==> config.mk <==
export PLATFORM = sky130hd
export DESIGN_NAME = id_stage_pipe
export DESIGN_NICKNAME = d
export VERILOG_FILES = /design/src/rtl/id_stage_pipe.sv
export SDC_FILE = /design/constraint.sdc
export NUM_CORES = 1
export LEC_CHECK = 0
export CAP_MARGIN = 20
export CELL_PAD_IN_SITES_DETAIL_PLACEMENT = 1
export CELL_PAD_IN_SITES_GLOBAL_PLACEMENT = 1
export CORE_MARGIN = 1.5
export CORE_UTILIZATION = 40
export DETAILED_ROUTE_END_ITERATION = 6
export HOLD_SLACK_MARGIN = 0.06
export PLACE_DENSITY = 0.77
export SETUP_SLACK_MARGIN = 0.5
export SYNTH_ARGS = -nofsm -noshare
export SYNTH_HDL_FRONTEND = slang
export SYNTH_SLANG_ARGS = --single-unit
==> constraint.sdc <==
create_clock -name clk -period 2.72 [get_ports clk]
set_clock_uncertainty 0.05 [all_clocks]
set_input_delay 0.544 -clock clk [delete_from_list [all_inputs] [get_ports clk]]
set_output_delay 0.544 -clock clk [all_outputs]
set_load 0.005 [all_outputs]
==> src/rtl/id_stage_pipe.sv <==
// Decode stage: instruction decode, 16-entry register file with WB bypass,
// load-use interlock and the ID/EX pipeline register.
module id_stage_pipe #(
  parameter int DATA_W    = 16,
  parameter int BYPASS_EN = 1,
  parameter int HAZARD_EN = 1
) (
  input  logic              clk,
  input  logic              rst,
  input  logic              if_valid,
  input  logic [15:0]       instr,
  input  logic [DATA_W-1:0] pc_inc,
  input  logic              stall_in,
  input  logic              flush,
  input  logic              wb_we,
  input  logic [3:0]        wb_addr,
  input  logic [DATA_W-1:0] wb_data,
  output logic              id_stall,
  output logic              ex_valid,
  output logic [DATA_W-1:0] ex_pc_inc,
  output logic [DATA_W-1:0] ex_r0,
  output logic [DATA_W-1:0] ex_r1,
  output logic [DATA_W-1:0] ex_imm,
  output logic [DATA_W-1:0] ex_offset,
  output logic [DATA_W-1:0] ex_pccall,
  output logic              ex_call,
  output logic [3:0]        ex_rs,
  output logic [3:0]        ex_rt,
  output logic [3:0]        ex_rd,
  output logic [3:0]        ex_dst,
  output logic [2:0]        ex_bcond,
  output logic [7:0]        ex_ctrl_ex,
  output logic [2:0]        ex_ctrl_m,
  output logic [2:0]        ex_ctrl_wb
);

  logic [3:0] opc, rd, rs, rt;
  logic [3:0] addr0, addr1, dst;
  logic       use0, use1;
  logic       reg_write, mem_read, mem_write, mem_to_reg, branch, ret, call;
  logic       pc_to_mem, sp_addr;
  logic [1:0] alu_src;
  logic [3:0] alu_op;

  // An empty fetch slot decodes exactly like the no-op opcode.
  assign opc = if_valid ? instr[15:12] : 4'hF;
  assign rd  = instr[11:8];
  assign rs  = instr[7:4];
  assign rt  = instr[3:0];

  always_comb begin
    reg_write  = 1'b0;
    mem_read   = 1'b0;
    mem_write  = 1'b0;
    mem_to_reg = 1'b0;
    branch     = 1'b0;
    ret        = 1'b0;
    call       = 1'b0;
    pc_to_mem  = 1'b0;
    sp_addr    = 1'b0;
    alu_src    = 2'b00;
    alu_op     = 4'h0;
    addr0      = rs;
    addr1      = rt;
    use0       = 1'b1;
    use1       = 1'b0;
    case (opc)
      4'h0, 4'h1, 4'h2, 4'h3: begin
        reg_write = 1'b1;
        alu_op    = opc;
        use1      = 1'b1;
      end
      4'h4: begin
        reg_write = 1'b1;
        alu_src   = 2'b01;
      end
      4'h5, 4'h6, 4'h7: begin
        reg_write = 1'b1;
        alu_src   = 2'b01;
        alu_op    = opc;
      end
      4'h8: begin
        reg_write  = 1'b1;
        mem_read   = 1'b1;
        mem_to_reg = 1'b1;
        alu_src    = 2'b01;
        addr0      = 4'hE;
      end
      4'h9: begin
        mem_write = 1'b1;
        alu_src   = 2'b01;
        addr0     = 4'hE;
        addr1     = rd;
        use1      = 1'b1;
      end
      4'hA, 4'hB: begin
        reg_write = 1'b1;
        alu_src   = 2'b10;
        alu_op    = opc;
        addr0     = rd;
      end
      4'hC: begin
        branch = 1'b1;
        use0   = 1'b0;
      end
      4'hD: begin
        reg_write = 1'b1;
        mem_write = 1'b1;
        pc_to_mem = 1'b1;
        sp_addr   = 1'b1;
        call      = 1'b1;
        alu_src   = 2'b11;
        alu_op    = 4'h1;
        addr0     = 4'hF;
      end
      4'hE: begin
        reg_write = 1'b1;
        mem_read  = 1'b1;
        ret       = 1'b1;
        alu_src   = 2'b11;
        addr0     = 4'hF;
      end
      default: use0 = 1'b0;
    endcase
  end

  assign dst = (opc == 4'hD || opc == 4'hE) ? 4'hF : rd;

  logic [DATA_W-1:0] rf [16];
  logic [DATA_W-1:0] rd_data0, rd_data1;

  always_ff @(posedge clk) begin
    if (rst) begin
      for (int i = 0; i < 16; i++) rf[i] <= '0;
    end else if (wb_we && wb_addr != 4'h0) begin
      rf[wb_addr] <= wb_data;
    end
  end

  function automatic logic [DATA_W-1:0] rf_read(input logic [3:0] a);
    if (a == 4'h0)
      return '0;
    else if (BYPASS_EN != 0 && wb_we && a == wb_addr)
      return wb_data;
    else
      return rf[a];
  endfunction

  always_comb begin
    rd_data0 = rf_read(addr0);
    rd_data1 = rf_read(addr1);
  end

  // MemToReg separates LW from RET, which also sets MemRead.
  logic hazard_hit;
  assign hazard_hit = ex_valid && ex_ctrl_m[0] && ex_ctrl_wb[0] && (ex_dst != 4'h0) &&
                      ((use0 && addr0 == ex_dst) || (use1 && addr1 == ex_dst));
  assign id_stall   = (HAZARD_EN != 0) && hazard_hit && !flush && !rst;

  // Bubbles only clear valid and control; datapath fields keep old values.
  always_ff @(posedge clk) begin
    if (rst) begin
      ex_valid   <= 1'b0;
      ex_pc_inc  <= '0;
      ex_r0      <= '0;
      ex_r1      <= '0;
      ex_imm     <= '0;
      ex_offset  <= '0;
      ex_pccall  <= '0;
      ex_call    <= 1'b0;
      ex_rs      <= 4'h0;
      ex_rt      <= 4'h0;
      ex_rd      <= 4'h0;
      ex_dst     <= 4'h0;
      ex_bcond   <= 3'h0;
      ex_ctrl_ex <= 8'h00;
      ex_ctrl_m  <= 3'h0;
      ex_ctrl_wb <= 3'h0;
    end else if (flush || (!stall_in && id_stall)) begin
      ex_valid   <= 1'b0;
      ex_call    <= 1'b0;
      ex_ctrl_ex <= 8'h00;
      ex_ctrl_m  <= 3'h0;
      ex_ctrl_wb <= 3'h0;
    end else if (!stall_in) begin
      ex_valid   <= if_valid;
      ex_pc_inc  <= pc_inc;
      ex_r0      <= rd_data0;
      ex_r1      <= rd_data1;
      ex_imm     <= {{(DATA_W-4){instr[3]}}, instr[3:0]};
      ex_offset  <= {{(DATA_W-8){instr[7]}}, instr[7:0]};
      ex_pccall  <= {pc_inc[DATA_W-1:12], instr[11:0]};
      ex_call    <= call;
      ex_rs      <= rs;
      ex_rt      <= rt;
      ex_rd      <= rd;
      ex_dst     <= dst;
      ex_bcond   <= instr[10:8];
      ex_ctrl_ex <= {sp_addr, pc_to_mem, alu_src, alu_op};
      ex_ctrl_m  <= {branch, mem_write, mem_read};
      ex_ctrl_wb <= {reg_write, ret, mem_to_reg};
    end
  end

endmodule

# Word-level counts from Yosys, hierarchy flattened
# Memories as Yosys holds them, arrays and structs flattened.
# Cells that the tools add are included.
[totals]
latch_bits = 0
word_cells = 100
mem_bits_ro = 0
regBits = 110
mem_bits_rw = 256
n_memories = 1
in_bits = 58
[classes]
n_bitwise = 2
n_shift = 0
multipliers = 0
reduce_logical = 36
addsub = 0
div_mod_pow = 0
order_cmp = 0
n_eq_ne = 18
mux = 27
[mem_list]
columns = ["memory", "depth", "word_bits", "read_ports", "rd_ports_with_merged_regs", "wr", "line", "source"]
rows = [
  ["rf", 16, 16, 2, 0, 16, "129", "logic [DATA_W-1:0] rf [16];"],
]
[op_table]
columns = ["op", "count"]
rows = [
  ["16-bit two-way mux", 5],
  ["4-bit equality test, second input constant", 7],
  ["4-bit by 3-bit equality test with 1-bit output, second input constant", 4],
  ["4-bit equality test", 4],
  ["4-bit two-way mux", 4],
  ["16-bit OR reduction", 1],
  ["1-bit two-way mux", 15],
  ["14-bit OR reduction", 1],
  ["13-bit OR reduction", 1],
  ["1-bit logical AND", 12],
  ["4-bit logical NOT", 3],
  ["4-bit case mux with 3 select lines", 1],
  ["2-bit OR reduction", 6],
  ["9-bit OR reduction", 1],
  ["4-bit by 2-bit equality test with 1-bit output, second input constant", 2],
  ["4-bit case mux with 2 select lines", 1],
  ["4-bit nonzero test", 2],
  ["2-bit case mux with 3 select lines", 1],
  ["6-bit OR reduction", 1],
  ["5-bit OR reduction", 1],
  ["4-bit by 1-bit equality test with 1-bit output, second input constant", 1],
  ["1-bit logical NOT", 3],
  ["1-bit logical OR", 3],
  ["1-bit NOT", 2],
  ["2-bit AND reduction", 1],
]

# Logic depth before layout (Yosys ltp)
[depth]
depth_word = 14
depth_mapped = 13
depth_no_buf = 8

# Least setup slack after synthesis
# No wires, ideal clock.
[synth_timing]
path_kind = "input-to-reg"
from = "in instr[15]"
to = "reg ex_r1[10]"
n_path_buf = 2
required_time_ns = 2.556
path_slack_ns = -0.041
path_stages = 9
arrival_ns = 2.597
path_cell_list = "buf_4 -> nand3b_2 -> nor2_8 -> mux2i_1 -> clkbuf_1 -> mux2_2 -> o2111ai_1 -> nand3_1 -> a21o_1"
[synth_between]
elab_chain_len = 14
elab_cells_between_ends = 42
classes_between = "eq/ne (16); mux (7); bitwise (1); reduce/logical (17); memory (1)"
[synth_lines]
columns = ["element", "line", "source"]
rows = [
  ["from (decl)", "11", "input logic [15:0] instr,"],
  ["4-bit two-way mux *", "46", "assign opc = if_valid ? instr[15:12] : 4'hF;"],
  ["4-bit equality test", "67", "case (opc)"],
  ["2-bit OR reduction, on equally long branches", "--", ""],
  ["4-bit case mux with 3 select lines", "67", ""],
  ["4-bit equality test", "157", "((use0 && addr0 == ex_dst) || (use1 && addr1 == ex_dst));"],
  ["1-bit logical AND", "157", ""],
  ["1-bit logical OR", "157", ""],
  ["1-bit logical AND", "156", "assign hazard_hit = ex_valid && ex_ctrl_m[0] && ex_ctrl_wb[0] && (ex_dst != 4'h0) &&"],
  ["1-bit logical AND (2 in a row)", "158", "assign id_stall = (HAZARD_EN != 0) && hazard_hit && !flush && !rst;"],
  ["1-bit logical AND", "179", "end else if (flush || (!stall_in && id_stall)) begin"],
  ["1-bit logical OR", "179", ""],
  ["1-bit NOT (no source line)", "--", ""],
  ["2-bit AND reduction (no source line)", "--", ""],
  ["to (signal assigned)", "189", "ex_r1 <= rd_data1;"],
  ["to (decl)", "22", "output logic [DATA_W-1:0] ex_r1,"],
]
# Every way passes the cells marked *; elsewhere a longest branch is shown, timed or not.
# A chain may end at the register's enable or synchronous reset.

# Worst setup path after layout
[layout_timing]
from = "reg ex_dst[0]"
to = "out id_stall"
[layout_between]
elab_chain_len = 6
elab_cells_between_ends = 10
classes_between = "eq/ne (2); reduce/logical (8)"
[layout_lines]
columns = ["element", "line", "source"]
rows = [
  ["from (decl)", "30", "output logic [3:0] ex_dst,"],
  ["from (signal assigned)", "197", "ex_dst <= dst;"],
  ["4-bit equality test", "157", ""],
  ["1-bit logical AND", "157", ""],
  ["1-bit logical OR", "157", ""],
  ["1-bit logical AND *", "156", ""],
  ["1-bit logical AND * (2 in a row)", "158", ""],
  ["to (decl)", "18", "output logic id_stall,"],
]
# Marked as above.

==> results.txt <==
status: complete, but fails checks
failing checks: setup timing
gp weighted congestion: 0.934
min-delay src: instr[1]
CP max stage delay: 0.35 ns
num ports: 190
top_reg_cell synth: edfxtp_1
highest-delay cell along the critical path: dfxtp_2
Post-Place Worst Slack: -0.975 ns
crit-path max FO: 2
CTS buffer count: 40
Sequential Power Share: 42.2%
total gr overflow: 0
register area share after synthesis: 50.2%
Tmin final: 2.84 ns
CTS Sinks: 334
main combinational cell family by area after synthesis: simple AND/OR/NAND/NOR gates
critical path class: flip-flop to output pin
Core Footprint: 45400 um2
1st-iter DRT viols: 1901
drt drc: 0
unrepaired setup endpoints after global routing: yes
Synth Register Bits: 334
post-synthesis mux area share: 6.70%
hold buffers post-CTS: 0
initial core utilization: 40.6%
area of the multi-input gates: 8720 um2
Gate power share: 20.3%
Synth Area in Compound Gates: 11.8%
Critical Path AT: 2.25 ns
initial antenna violation count: 0
Net Sw Frac: 28.8%
critical path, cell by cell: nor4_2 > buf_4 > nor4_4 > buf_4 > o2111a_1 > o2111ai_2 > o21ai_2 > buf_4 > buf_6
FILL cells: 4948
TritonCTS clock tree: done
CP Launch Type: flip-flop
Final HPWL DP: 51500 um
vias: 17.2k
sequential cell area: 9270 um2
mapped cell area: 18400 um2
H-tree Lvls: 2
setup violators final: 37
First-pass DRT Iterations: 6
Cell variety after synth: 72
largest net degree at the start of global routing: 54
hold worst-path end: ex_offset[1]$_SDFFE_PP0P_
hold path depth: 3
Power Dens Cells: 568 nW/um2
Pleak: 9.81 nW
Crit. End Element: output pin
r2r endpoint: ex_pccall[11]$_SDFFE_PP0P_
period utilisation layout: 104%
most common cell after layout, fill and taps aside: nand2_1
RR Startpoint: ex_dst[0]$_SDFFE_PP0P_
yosys warns: 0
max_slew headroom: 31.7%
share of cells above drive strength 1: 22.6%
first-pass GRT wire length: 116000 um
syn avg cell area: 9.78 um2
Post-synth ARST share: 0%
clock tree buffer depth: 3
clock share of power: 37.5%
clk_lat worst skew: 0.59 ns
worst reg2reg setup slack: -0.12 ns
Critical Path Most Common Cell: buf_4
Peak VDD IR: 0.370 mV
Post-synth EDFFs: 256
Die H: 218 um
vias in the first global route: 17.7k
All-Layer GR Usage: 33.3%
Worst-path clk slew: 0.06 ns
final hold vios: 0
CTS root buffer: clkbuf_16
worst hold path class: input port to flip-flop
post-synthesis cell count: 1882
slew at the pin closest to its max-slew limit: 1.02 ns
Internal: 0.0101 W
Net Switching: 0.00410 W
fmax: 352 MHz
Final WS setup: -0.122 ns
total of max-cap violations: 0
simple-gate share of the synthesized area: 24.7%
Die ar.: 47300 um2
Final Util: 55.2%
most frequent cells in the layout: nand2_1, edfxtp_1, and2_1
Nets: 2279
# rows: 78
wire per inst: 28.0 um
via-per-instance ratio: 6.04
critical path required time: 2.13 ns
port bufs: 189
Layout area overhead: 36.1%
Post-Route WL: 79800 um
total power: 0.0142 W
DRT antenna net count: 0
Worst Reg-to-Reg Cells: 14
overall die width: 218 um
Post-Synth Adder-Cell Area: 0%
Slew Limit Fails: 0
XOR/XNOR Fraction of Synth Area: 0.612%
[critical path: cells and delay by family, from the launching register on]
| family | cells | cell delay [ns] |
|---|---|---|
| DFF | 1 | 0.35 |
| and+or+nand+nor | 2 | 0.27 |
| buffers and inverters | 4 | 0.51 |
| AOI/OAI and AO/OA | 3 | 0.52 |
[power groups by stage]
stage                     clock [W]  sequential [W]  combinational [W]
final                       0.00534         0.00600            0.00288
after global routing        0.00558         0.00602            0.00300
after CTS                   0.00537         0.00599            0.00273
after detailed placement          0         0.00609            0.00244
after global placement            0         0.00607            0.00238
after floorplan                   0         0.00601            0.00124
[kinds of logic after synthesis]
family                 count (synthesis)
multiplexers                         120
XOR/XNOR                              12
buffers and inverters                211
AND/OR/NAND/NOR                      906
AO/OA/AOI/OAI                        298
other                                  1
flip-flops                           334
[per-layer routing]
metal  vias up  part of all wire [%]  GRT usage, %
met5         -                     0             0
met4         0                   6.0          18.1
met3       275                   8.8          6.54
met2      1014                    46          54.1
met1      8573                    39          41.7
li1       7362                     -             -
[layout make-up]
cell class	instances	area share, %
antenna	1	0.00999
clock buffer	50	4.27
clock inverter	23	0.789
inverter	7	0.105
multi-input combinational	1355	34.8
sequential	334	37.0
tap	600	3.00
timing repair buffer	483	20.0
[state kept, by name, indices dropped and copies added (netlist names), 4 cells and up]
register and flops:
ex_ctrl_ex 6, ex_offset 7, ex_pccall 5, ex_r0 16, rf 256, ex_pc_inc 16
ex_dst 4, ex_r1 16
[how the worst max path moves through the flow]
stage                           start  depth (start not counted)                      to
2_1_floorplan               instr[13]                         11  ex_r1[10]$_SDFFE_PP0P_
3_3_place_gp                 if_valid                          9                id_stall
3_5_place_dp                instr[13]                         11  ex_r1[10]$_SDFFE_PP0P_
4_1_cts        ex_dst[2]$_SDFFE_PP0P_                          8                id_stall
5_1_grt        ex_dst[1]$_SDFFE_PP0P_                          9                id_stall
6_report       ex_dst[0]$_SDFFE_PP0P_                          9                id_stall
[stage by stage]
| step | area, um2 | std cells | hold slack [ns] | TNS, ns |
|---|---|---|---|---|
| floorplan | 18600 | 1897 | 0.407 | 0 |
| global placement | 22300 | 2717 | 0.401 | -45.75 |
| detailed placement | 22300 | 2717 | 0.413 | -56.94 |
| CTS | 24700 | 2842 | 0.421 | -0.152 |
| global route | 25000 | 2852 | 0.329 | -5.53 |
| finish | 25000 | 2853 | 0.319 | -1.48 |
[synth_stat cells (7+ instances only)]
| library cell | number | area [um2] |
|---|---|---|
| buf_4 | 61 | 458 |
| xnor2_1 | 8 | 70.1 |
| a32o_1 | 16 | 160 |
| and3_1 | 24 | 150 |
| a31oi_1 | 34 | 213 |
| buf_2 | 38 | 190 |
| buf_1 | 8 | 30.0 |
| o22ai_1 | 12 | 75.1 |
| mux2i_1 | 95 | 951 |
| a211oi_1 | 36 | 270 |
| nand3_1 | 114 | 571 |
| a21o_1 | 13 | 97.6 |
| nor2_1 | 120 | 450 |
| nand2_1 | 300 | 1130 |
| a21oi_1 | 47 | 235 |
| a32oi_1 | 7 | 61.3 |
| nand4_1 | 7 | 43.8 |
| edfxtp_1 | 256 | 7690 |
| dfxtp_1 | 78 | 1560 |
| nand2b_1 | 13 | 81.3 |
| o21ai_0 | 26 | 130 |
| nor2b_1 | 8 | 50.1 |
| mux2_2 | 25 | 282 |
| and2_1 | 250 | 1560 |
| clkbuf_1 | 94 | 353 |
| or2_2 | 26 | 163 |
| inv_1 | 7 | 26.3 |
| a22oi_1 | 11 | 82.6 |
| o2111ai_1 | 42 | 368 |
| a22o_1 | 11 | 96.3 |
| nor3_1 | 20 | 100 |
[what timing repair did]
action,4_1_cts,5_1_grt
gates cloned,14,3
pin swaps,33,9
resized for setup,130,47
setup buffers,38,7
endpoints found under the setup margin,124,88
No activity file was read; power rests on OpenSTA's default activity.
